==> src/rtl/rvh_mmu_pkg.sv <==
// ============================================================================
//  Module      : rvh_mmu_pkg
//  Description : Shared widths, access-type encodings and flush-FSM state
//                encodings for the MMU miss front end.
//  Ports       : none (package)
//  Revision    : 1.0 - initial release
// ============================================================================
`default_nettype none

package rvh_mmu_pkg;

    localparam int ASID_WIDTH = 16;
    localparam int PTE_WIDTH  = 64;
    localparam int PPN_WIDTH  = 44;

    typedef enum logic [1:0] {
        ACCESS_R = 2'd0,
        ACCESS_W = 2'd1,
        ACCESS_X = 2'd2
    } access_type_e;

    // Flush handshake FSM encodings
    typedef logic [1:0] flush_state_t;
    localparam flush_state_t FLUSH_IDLE  = 2'd0;
    localparam flush_state_t FLUSH_DRAIN = 2'd1;
    localparam flush_state_t FLUSH_GRANT = 2'd2;

endpackage

`default_nettype wire

==> src/rtl/rvh_mmu_rr_arb.sv <==
// ============================================================================
//  Module      : rvh_mmu_rr_arb
//  Description : Parametric round-robin arbiter. Grants the first requester
//                at or above the internal pointer (with wrap-around); the
//                pointer moves past the granted port when i_advance is high.
//  Ports       : clk, rstn          clock, async active-low reset
//                i_req[PORT_NUM]    request vector
//                i_advance          grant was consumed this cycle
//                o_grant            one-hot grant (combinational)
//                o_grant_idx        binary index of the granted port
//  Revision    : 1.0 - initial release
// ============================================================================
`default_nettype none

module rvh_mmu_rr_arb #(
    parameter int PORT_NUM      = 2,
    parameter int PORT_ID_WIDTH = $clog2(PORT_NUM)
) (
    input  logic                     clk,
    input  logic                     rstn,
    input  logic [PORT_NUM-1:0]      i_req,
    input  logic                     i_advance,
    output logic [PORT_NUM-1:0]      o_grant,
    output logic [PORT_ID_WIDTH-1:0] o_grant_idx
);

    localparam logic [PORT_ID_WIDTH-1:0] c_last_port = PORT_ID_WIDTH'(PORT_NUM - 1);

    logic [PORT_ID_WIDTH-1:0] r_ptr;
    logic [PORT_ID_WIDTH-1:0] w_cand;
    logic                     w_found;

    // Walk the ports starting at r_ptr; the first requester wins.
    always_comb begin
        o_grant     = '0;
        o_grant_idx = '0;
        w_found     = 1'b0;
        w_cand      = '0;
        for (int k = 0; k < PORT_NUM; k++) begin
            w_cand = PORT_ID_WIDTH'((int'(r_ptr) + k) % PORT_NUM);
            if (!w_found && i_req[w_cand]) begin
                w_found         = 1'b1;
                o_grant[w_cand] = 1'b1;
                o_grant_idx     = w_cand;
            end
        end
    end

    always_ff @(posedge clk or negedge rstn) begin
        if (!rstn) begin
            r_ptr <= '0;
        end else if (i_advance) begin
            r_ptr <= (o_grant_idx == c_last_port) ? '0 : o_grant_idx + 1'b1;
        end
    end

endmodule

`default_nettype wire

==> src/rtl/rvh_mmu_miss_arb.sv <==
// ============================================================================
//  Module      : rvh_mmu_miss_arb
//  Description : N-port TLB-miss front end for the PTW. Round-robin
//                arbitrates miss ports onto one translate port, records the
//                issuing port of every in-flight walk in a tag FIFO and
//                routes each in-order PTW response back to that port. Also
//                owns the TLB flush handshake (drain walks, then grant).
//  Ports       : clk, rstn                 clock, async active-low reset
//                miss_req_*                per-port miss requests (flattened)
//                miss_resp_*               one-hot valid + broadcast payload
//                translate_req_*/resp_*    PTW request/response
//                tlb_flush_vld_i/grant_o   flush handshake
//                perf_req_cnt_o            per-port accept counters
//                                          (only with MMU_MISS_ARB_PERF_EN)
//  Config      : `define MMU_MISS_ARB_PERF_EN adds 32-bit per-port counters.
//  Revision    : 1.0 - initial release
// ============================================================================
`default_nettype none

module rvh_mmu_miss_arb
    import rvh_mmu_pkg::*;
#(
    parameter int PORT_NUM       = 2,
    parameter int TRANS_ID_WIDTH = 3,
    parameter int VPN_WIDTH      = 27,
    parameter int PAGE_LVL_WIDTH = 2,
    parameter int OUTSTANDING    = 1
) (
    input  logic                               clk,
    input  logic                               rstn,
    input  logic [PORT_NUM-1:0]                miss_req_vld_i,
    input  logic [PORT_NUM*TRANS_ID_WIDTH-1:0] miss_req_trans_id_i,
    input  logic [PORT_NUM*ASID_WIDTH-1:0]     miss_req_asid_i,
    input  logic [PORT_NUM*VPN_WIDTH-1:0]      miss_req_vpn_i,
    input  logic [PORT_NUM*2-1:0]              miss_req_access_type_i,
    output logic [PORT_NUM-1:0]                miss_req_rdy_o,
    output logic [PORT_NUM-1:0]                miss_resp_vld_o,
    output logic [TRANS_ID_WIDTH-1:0]          miss_resp_trans_id_o,
    output logic [ASID_WIDTH-1:0]              miss_resp_asid_o,
    output logic [PTE_WIDTH-1:0]               miss_resp_pte_o,
    output logic [PAGE_LVL_WIDTH-1:0]          miss_resp_page_lvl_o,
    output logic [VPN_WIDTH-1:0]               miss_resp_vpn_o,
    output logic [1:0]                         miss_resp_access_type_o,
    output logic                               miss_resp_access_fault_o,
    output logic                               miss_resp_page_fault_o,
    output logic                               translate_req_vld_o,
    output logic [TRANS_ID_WIDTH-1:0]          translate_req_trans_id_o,
    output logic [ASID_WIDTH-1:0]              translate_req_asid_o,
    output logic [VPN_WIDTH-1:0]               translate_req_vpn_o,
    output logic [1:0]                         translate_req_access_type_o,
    input  logic                               translate_req_rdy_i,
    input  logic                               translate_resp_vld_i,
    input  logic [TRANS_ID_WIDTH-1:0]          translate_resp_trans_id_i,
    input  logic [ASID_WIDTH-1:0]              translate_resp_asid_i,
    input  logic [PTE_WIDTH-1:0]               translate_resp_pte_i,
    input  logic [PAGE_LVL_WIDTH-1:0]          translate_resp_page_lvl_i,
    input  logic [VPN_WIDTH-1:0]               translate_resp_vpn_i,
    input  logic [1:0]                         translate_resp_access_type_i,
    input  logic                               translate_resp_access_fault_i,
    input  logic                               translate_resp_page_fault_i,
    input  logic                               tlb_flush_vld_i,
    output logic                               tlb_flush_grant_o
`ifdef MMU_MISS_ARB_PERF_EN
    ,
    output logic [PORT_NUM*32-1:0]             perf_req_cnt_o
`endif
);

    localparam int PORT_ID_WIDTH = $clog2(PORT_NUM);
    localparam int CNT_WIDTH     = $clog2(OUTSTANDING + 1);
    localparam int PTR_WIDTH     = (OUTSTANDING > 1) ? $clog2(OUTSTANDING) : 1;

    localparam logic [CNT_WIDTH-1:0] c_depth     = CNT_WIDTH'(OUTSTANDING);
    localparam logic [PTR_WIDTH-1:0] c_last_slot = PTR_WIDTH'(OUTSTANDING - 1);

    logic [PORT_NUM-1:0]       w_grant;
    logic [PORT_ID_WIDTH-1:0]  w_grant_idx;
    logic                      w_accept;
    logic                      w_push;
    logic                      w_pop;
    logic [PORT_ID_WIDTH-1:0]  w_head;

    logic [PORT_ID_WIDTH-1:0]  r_tag [OUTSTANDING];
    logic [PTR_WIDTH-1:0]      r_wr_ptr;
    logic [PTR_WIDTH-1:0]      r_rd_ptr;
    logic [CNT_WIDTH-1:0]      r_cnt;

    flush_state_t              r_state;
    flush_state_t              w_state_nxt;

    // ------------------------------------------------------------------
    // Arbitration and request path
    // ------------------------------------------------------------------
    rvh_mmu_rr_arb #(
        .PORT_NUM      (PORT_NUM),
        .PORT_ID_WIDTH (PORT_ID_WIDTH)
    ) u_rr_arb (
        .clk         (clk),
        .rstn        (rstn),
        .i_req       (miss_req_vld_i),
        .i_advance   (w_push),
        .o_grant     (w_grant),
        .o_grant_idx (w_grant_idx)
    );

    // The full check uses the registered count only, so a same-cycle pop
    // never opens a slot; this keeps responses off the request timing path.
    assign w_accept = (|miss_req_vld_i) & (r_cnt < c_depth) &
                      (r_state == FLUSH_IDLE) & ~tlb_flush_vld_i;
    assign w_push   = w_accept & translate_req_rdy_i;

    assign translate_req_vld_o = w_accept;
    assign miss_req_rdy_o      = {PORT_NUM{w_push}} & w_grant;

    always_comb begin
        translate_req_trans_id_o    = '0;
        translate_req_asid_o        = '0;
        translate_req_vpn_o         = '0;
        translate_req_access_type_o = '0;
        for (int p = 0; p < PORT_NUM; p++) begin
            if (w_grant[p]) begin
                translate_req_trans_id_o    = miss_req_trans_id_i[p*TRANS_ID_WIDTH +: TRANS_ID_WIDTH];
                translate_req_asid_o        = miss_req_asid_i[p*ASID_WIDTH +: ASID_WIDTH];
                translate_req_vpn_o         = miss_req_vpn_i[p*VPN_WIDTH +: VPN_WIDTH];
                translate_req_access_type_o = miss_req_access_type_i[p*2 +: 2];
            end
        end
    end

    // ------------------------------------------------------------------
    // Port-tag FIFO
    // ------------------------------------------------------------------
    // A response arriving with nothing in flight is stale (e.g. issued
    // before a reset) and is dropped rather than popping an empty FIFO.
    assign w_pop  = translate_resp_vld_i & (r_cnt != '0);
    assign w_head = r_tag[r_rd_ptr];

    always_ff @(posedge clk) begin
        if (w_push) begin
            r_tag[r_wr_ptr] <= w_grant_idx;
        end
    end

    always_ff @(posedge clk or negedge rstn) begin
        if (!rstn) begin
            r_wr_ptr <= '0;
            r_rd_ptr <= '0;
            r_cnt    <= '0;
        end else begin
            if (w_push) begin
                r_wr_ptr <= (r_wr_ptr == c_last_slot) ? '0 : r_wr_ptr + 1'b1;
            end
            if (w_pop) begin
                r_rd_ptr <= (r_rd_ptr == c_last_slot) ? '0 : r_rd_ptr + 1'b1;
            end
            if (w_push && !w_pop) begin
                r_cnt <= r_cnt + 1'b1;
            end else if (!w_push && w_pop) begin
                r_cnt <= r_cnt - 1'b1;
            end
        end
    end

    // ------------------------------------------------------------------
    // Response routing: valid to the tagged port, payload broadcast
    // ------------------------------------------------------------------
    always_comb begin
        miss_resp_vld_o = '0;
        if (w_pop) begin
            miss_resp_vld_o[w_head] = 1'b1;
        end
    end

    assign miss_resp_trans_id_o     = translate_resp_trans_id_i;
    assign miss_resp_asid_o         = translate_resp_asid_i;
    assign miss_resp_pte_o          = translate_resp_pte_i;
    assign miss_resp_page_lvl_o     = translate_resp_page_lvl_i;
    assign miss_resp_vpn_o          = translate_resp_vpn_i;
    assign miss_resp_access_type_o  = translate_resp_access_type_i;
    assign miss_resp_access_fault_o = translate_resp_access_fault_i;
    assign miss_resp_page_fault_o   = translate_resp_page_fault_i;

    // ------------------------------------------------------------------
    // Flush handshake FSM
    // ------------------------------------------------------------------
    // Withdrawing the flush request while draining takes priority over an
    // empty FIFO, so a grant is never issued to a requester that has left.
    always_comb begin
        w_state_nxt = r_state;
        case (r_state)
            FLUSH_IDLE: begin
                if (tlb_flush_vld_i) begin
                    w_state_nxt = FLUSH_DRAIN;
                end
            end
            FLUSH_DRAIN: begin
                if (!tlb_flush_vld_i) begin
                    w_state_nxt = FLUSH_IDLE;
                end else if (r_cnt == '0) begin
                    w_state_nxt = FLUSH_GRANT;
                end
            end
            FLUSH_GRANT: w_state_nxt = FLUSH_IDLE;
            default:     w_state_nxt = FLUSH_IDLE;
        endcase
    end

    always_ff @(posedge clk or negedge rstn) begin
        if (!rstn) begin
            r_state <= FLUSH_IDLE;
        end else begin
            r_state <= w_state_nxt;
        end
    end

    assign tlb_flush_grant_o = (r_state == FLUSH_GRANT);

    // ------------------------------------------------------------------
    // Optional per-port accept counters
    // ------------------------------------------------------------------
`ifdef MMU_MISS_ARB_PERF_EN
    for (genvar p = 0; p < PORT_NUM; p++) begin : g_perf_cnt
        logic [31:0] r_req_cnt;
        always_ff @(posedge clk or negedge rstn) begin
            if (!rstn) begin
                r_req_cnt <= '0;
            end else if (w_push && w_grant[p]) begin
                r_req_cnt <= r_req_cnt + 32'd1;
            end
        end
        assign perf_req_cnt_o[p*32 +: 32] = r_req_cnt;
    end
`endif

endmodule

`default_nettype wire
==> config.mk <==
export PLATFORM = sky130hd
export DESIGN_NAME = rvh_mmu_miss_arb
export DESIGN_NICKNAME = d
export VERILOG_FILES = /design/src/rtl/rvh_mmu_pkg.sv /design/src/rtl/rvh_mmu_rr_arb.sv /design/src/rtl/rvh_mmu_miss_arb.sv
export SDC_FILE = /design/constraint.sdc
export NUM_CORES = 1
export LEC_CHECK = 0
export ABC_AREA = 1
export BUFFER_PORTS_ARGS = -buffer_cell sky130_fd_sc_hd__buf_2
export CAP_MARGIN = 40
export CORE_AREA = 2 2 151 153
export DETAILED_ROUTE_END_ITERATION = 12
export DIE_AREA = 0 0 153 155
export REMOVE_ABC_BUFFERS = 1
export SYNTH_ARGS = -nofsm -noshare
export SYNTH_HDL_FRONTEND = slang
export SYNTH_HIERARCHICAL = 1
export SYNTH_SLANG_ARGS = --single-unit
==> constraint.sdc <==
create_clock -name clk -period 1.52 [get_ports clk]
set_clock_uncertainty 0.2 [all_clocks]
set_input_delay 0.228 -clock clk [delete_from_list [all_inputs] [get_ports clk]]
set_output_delay 0.228 -clock clk [all_outputs]
set_load 0.01 [all_outputs]
==> impl_metrics.toml <==
[clock_tree]
htreeDepth = 1
clock_tree.root_cell = "clkbuf_16"
path_clk_slew_ps = 40
cts_buffers = 3
cts_tree = "done"
clock_latency_ps = 230
clockBufferDepth = 2
clock_sinks = 5

[critical_path]
worstPathArrival_ps = 1450
critPathKind = "reg -> out"
cp_data_required_time_ps = 1090
r2r_start = "r_cnt"
max_stage_delay_ps = 440
crit_chain = "a21oi_4 -> buf_12 -> buf_12 -> nand3_1 -> nand2_1 -> buf_2"
cp_common_cell = "buf_12"
crit_fanout = 16
cp.buffers_inverters = 3
reg2regPathDepth = 6
reg2reg_slack_ps = -120
slowest_stage = "dfrtp_2"
crit_path_end_kind = "primary output"
r2r_end = "r_cnt"
cp-start-kind = "register"
path_delay_family = "flip-flops"

[run_status]
violations = "negative setup slack"
status = "complete, but fails checks"

[power]
p_per_area_mw_per_mm2 = 1000
p_leak_uw = 0.00150
vdd_drop_max_mv = 0.247

[sta]
tightest_slew_ps = 208
min_period_over_period = 1.23
fmax_ghz = 0.533
period_needed_ps = 1880
setup_viol = 53
drv_slew = 0
fin_setup_tns_ps = -15200
slew_headroom = 0.861
finalHoldViolCount = 0
rsz0062_at_grt = "true"
timing.final.ws_setup_ps = -355

[synth]
netlist_area_mm2 = 0.00185
synth_cells = 316
ys_seq_elements = 5
synth_cell_type_count = 15
yosys_warnings = 6
synth_area_per_cell_um2 = 5.86
ys_seq_area_frac = 0.0703

[route]
drtIter0Drc = 146
via_per_inst = 3.59
postRouteAntennaNets = 0
wl_um = 25100
wl_per_cell_um = 38.3
vias = 2356
drc = 0
drtPass1Iterations = 4

[layout]
most-common-layout-cells = "152 x buf_2, 102 x nand2_1, 42 x nand3_1"
seq_area_um2 = 131
fillerInstances = 2615
final_common_cell = "buf_2"
layout-drive-gt1-share = 0.569
fin_cells = 656
areaGrowthSynthToFinish_pct = 43.5
multi_input_area_um2 = 836
fin_nets = 592
num_antenna_cells = 0

[global_routing]
grt_max_degree = 34
grtUsageMet3 = 0.291
first_global_vias = 2064
globalRouteMet1Util = 0.113
grt_use_total = 0.194
overflow = 0
grt_first_pass_wirelength_um = 28500
antenna_found_initial = 0
grt_busiest_layer = "met2"
globalRouteMet2Util = 0.312

[die]
die_x_um = 153
start_util = 0.0833
core_area_mm2 = 0.0222
std_cell_rows = 55
pin_count = 389
die_h_um = 155
dieArea_mm2 = 0.0237

[placement]
place_hpwl_um = 22000
place_congestion = 0.911
placed_cells = 639
io_buffers = 156

[flow_run]
maxCapViolations = 0

[min_path]
worstHoldEndpoint = "r_state[1]"
min_path_type = "in -> reg"
hold_depth = 3
hold_start = "tlb_flush_vld_i"
==> final cells by class <==
type / count / area share
multi-input combinational: 169 / 0.315
inverter: 11 / 0.0212
timing repair buffer: 182 / 0.451
sequential: 5 / 0.0495
tap: 285 / 0.134
clock buffer: 4 / 0.0297
==> synthesized netlist by cell type <==
cell	n	area [um2]
clkbuf_1	2	7.51
buf_2	8	40.0
nand2_1	106	398
inv_2	2	7.51
xnor2_1	1	8.76
inv_1	9	33.8
edfxtp_1	1	30.0
buf_6	2	22.5
nand3_1	50	250
buf_4	119	893
a21oi_1	2	10.0
nand4_1	1	6.26
nor2_1	8	30.0
dfrtp_1	4	100
ha_1	1	12.5
==> metrics by stage <==
stage	instance area, um2	setup WS [ps]	utilization	hold WS [ps]	total power [uW]
2_1_floorplan	887	-1440	-	-268	895
3_3_place_gp	2210	-185	0.0995	-144	1710
3_5_place_dp	2210	-206	0.0995	-146	1710
4_1_cts	2380	-332	0.107	74.1	2290
5_1_grt	2660	-393	0.119	102	2850
6_report	2660	-355	0.119	80.8	2660
==> repair_timing <==
action,in CTS,in global routing
hold buffers,1,0
endpoints found under the setup margin,52,56
pin swaps,2,6
gates resized for setup,11,30
gates cloned,1,5
endpoints found under the hold margin,4,0
setup buffers,2,5
==> worst reg2reg max path, cell delays in order (launching register included) <==
cell     delay [ps]
dfrtp_1         400
nor2_2          130
nand4_1         200
buf_4           210
inv_4            60
ha_4            200
xnor2_2         130
==> per-layer routing <==
metal  part of all wire  vias to the layer above
li1                   -                      975
met1               0.21                      977
met2               0.45                      360
met3               0.31                       36
met4              0.020                        8
met5              0.011                        -
==> power breakdown <==
group | total [uW] | switching, uW | leakage (uW) | internal, uW
clock network | 449 | 99.6 | 0.0000382 | 349
logic | 1980 | 1040 | 0.00141 | 939
registers | 230 | 46.8 | 0.0000579 | 183
==> worst max-delay path by stage <==
stage	end	slack [ps]	cells after the start
after floorplan	translate_req_access_type_o[0]	-1440	3
after global placement	translate_req_vpn_o[7]	-180	7
after detailed placement	translate_req_vpn_o[7]	-210	7
after CTS	translate_req_vpn_o[5]	-330	7
after global routing	translate_req_vpn_o[5]	-390	6
final	translate_req_vpn_o[5]	-360	6
==> cells by family after synthesis <==
logic type,share of synthesized area
AND/OR/NAND/NOR,0.370
buffers and inverters,0.543
flip-flops,0.0703
AO/OA/AOI/OAI,0.00541
XOR/XNOR,0.00473
adder cells (fa/ha/maj),0.00676
No activity file was read; power rests on OpenSTA's default activity.
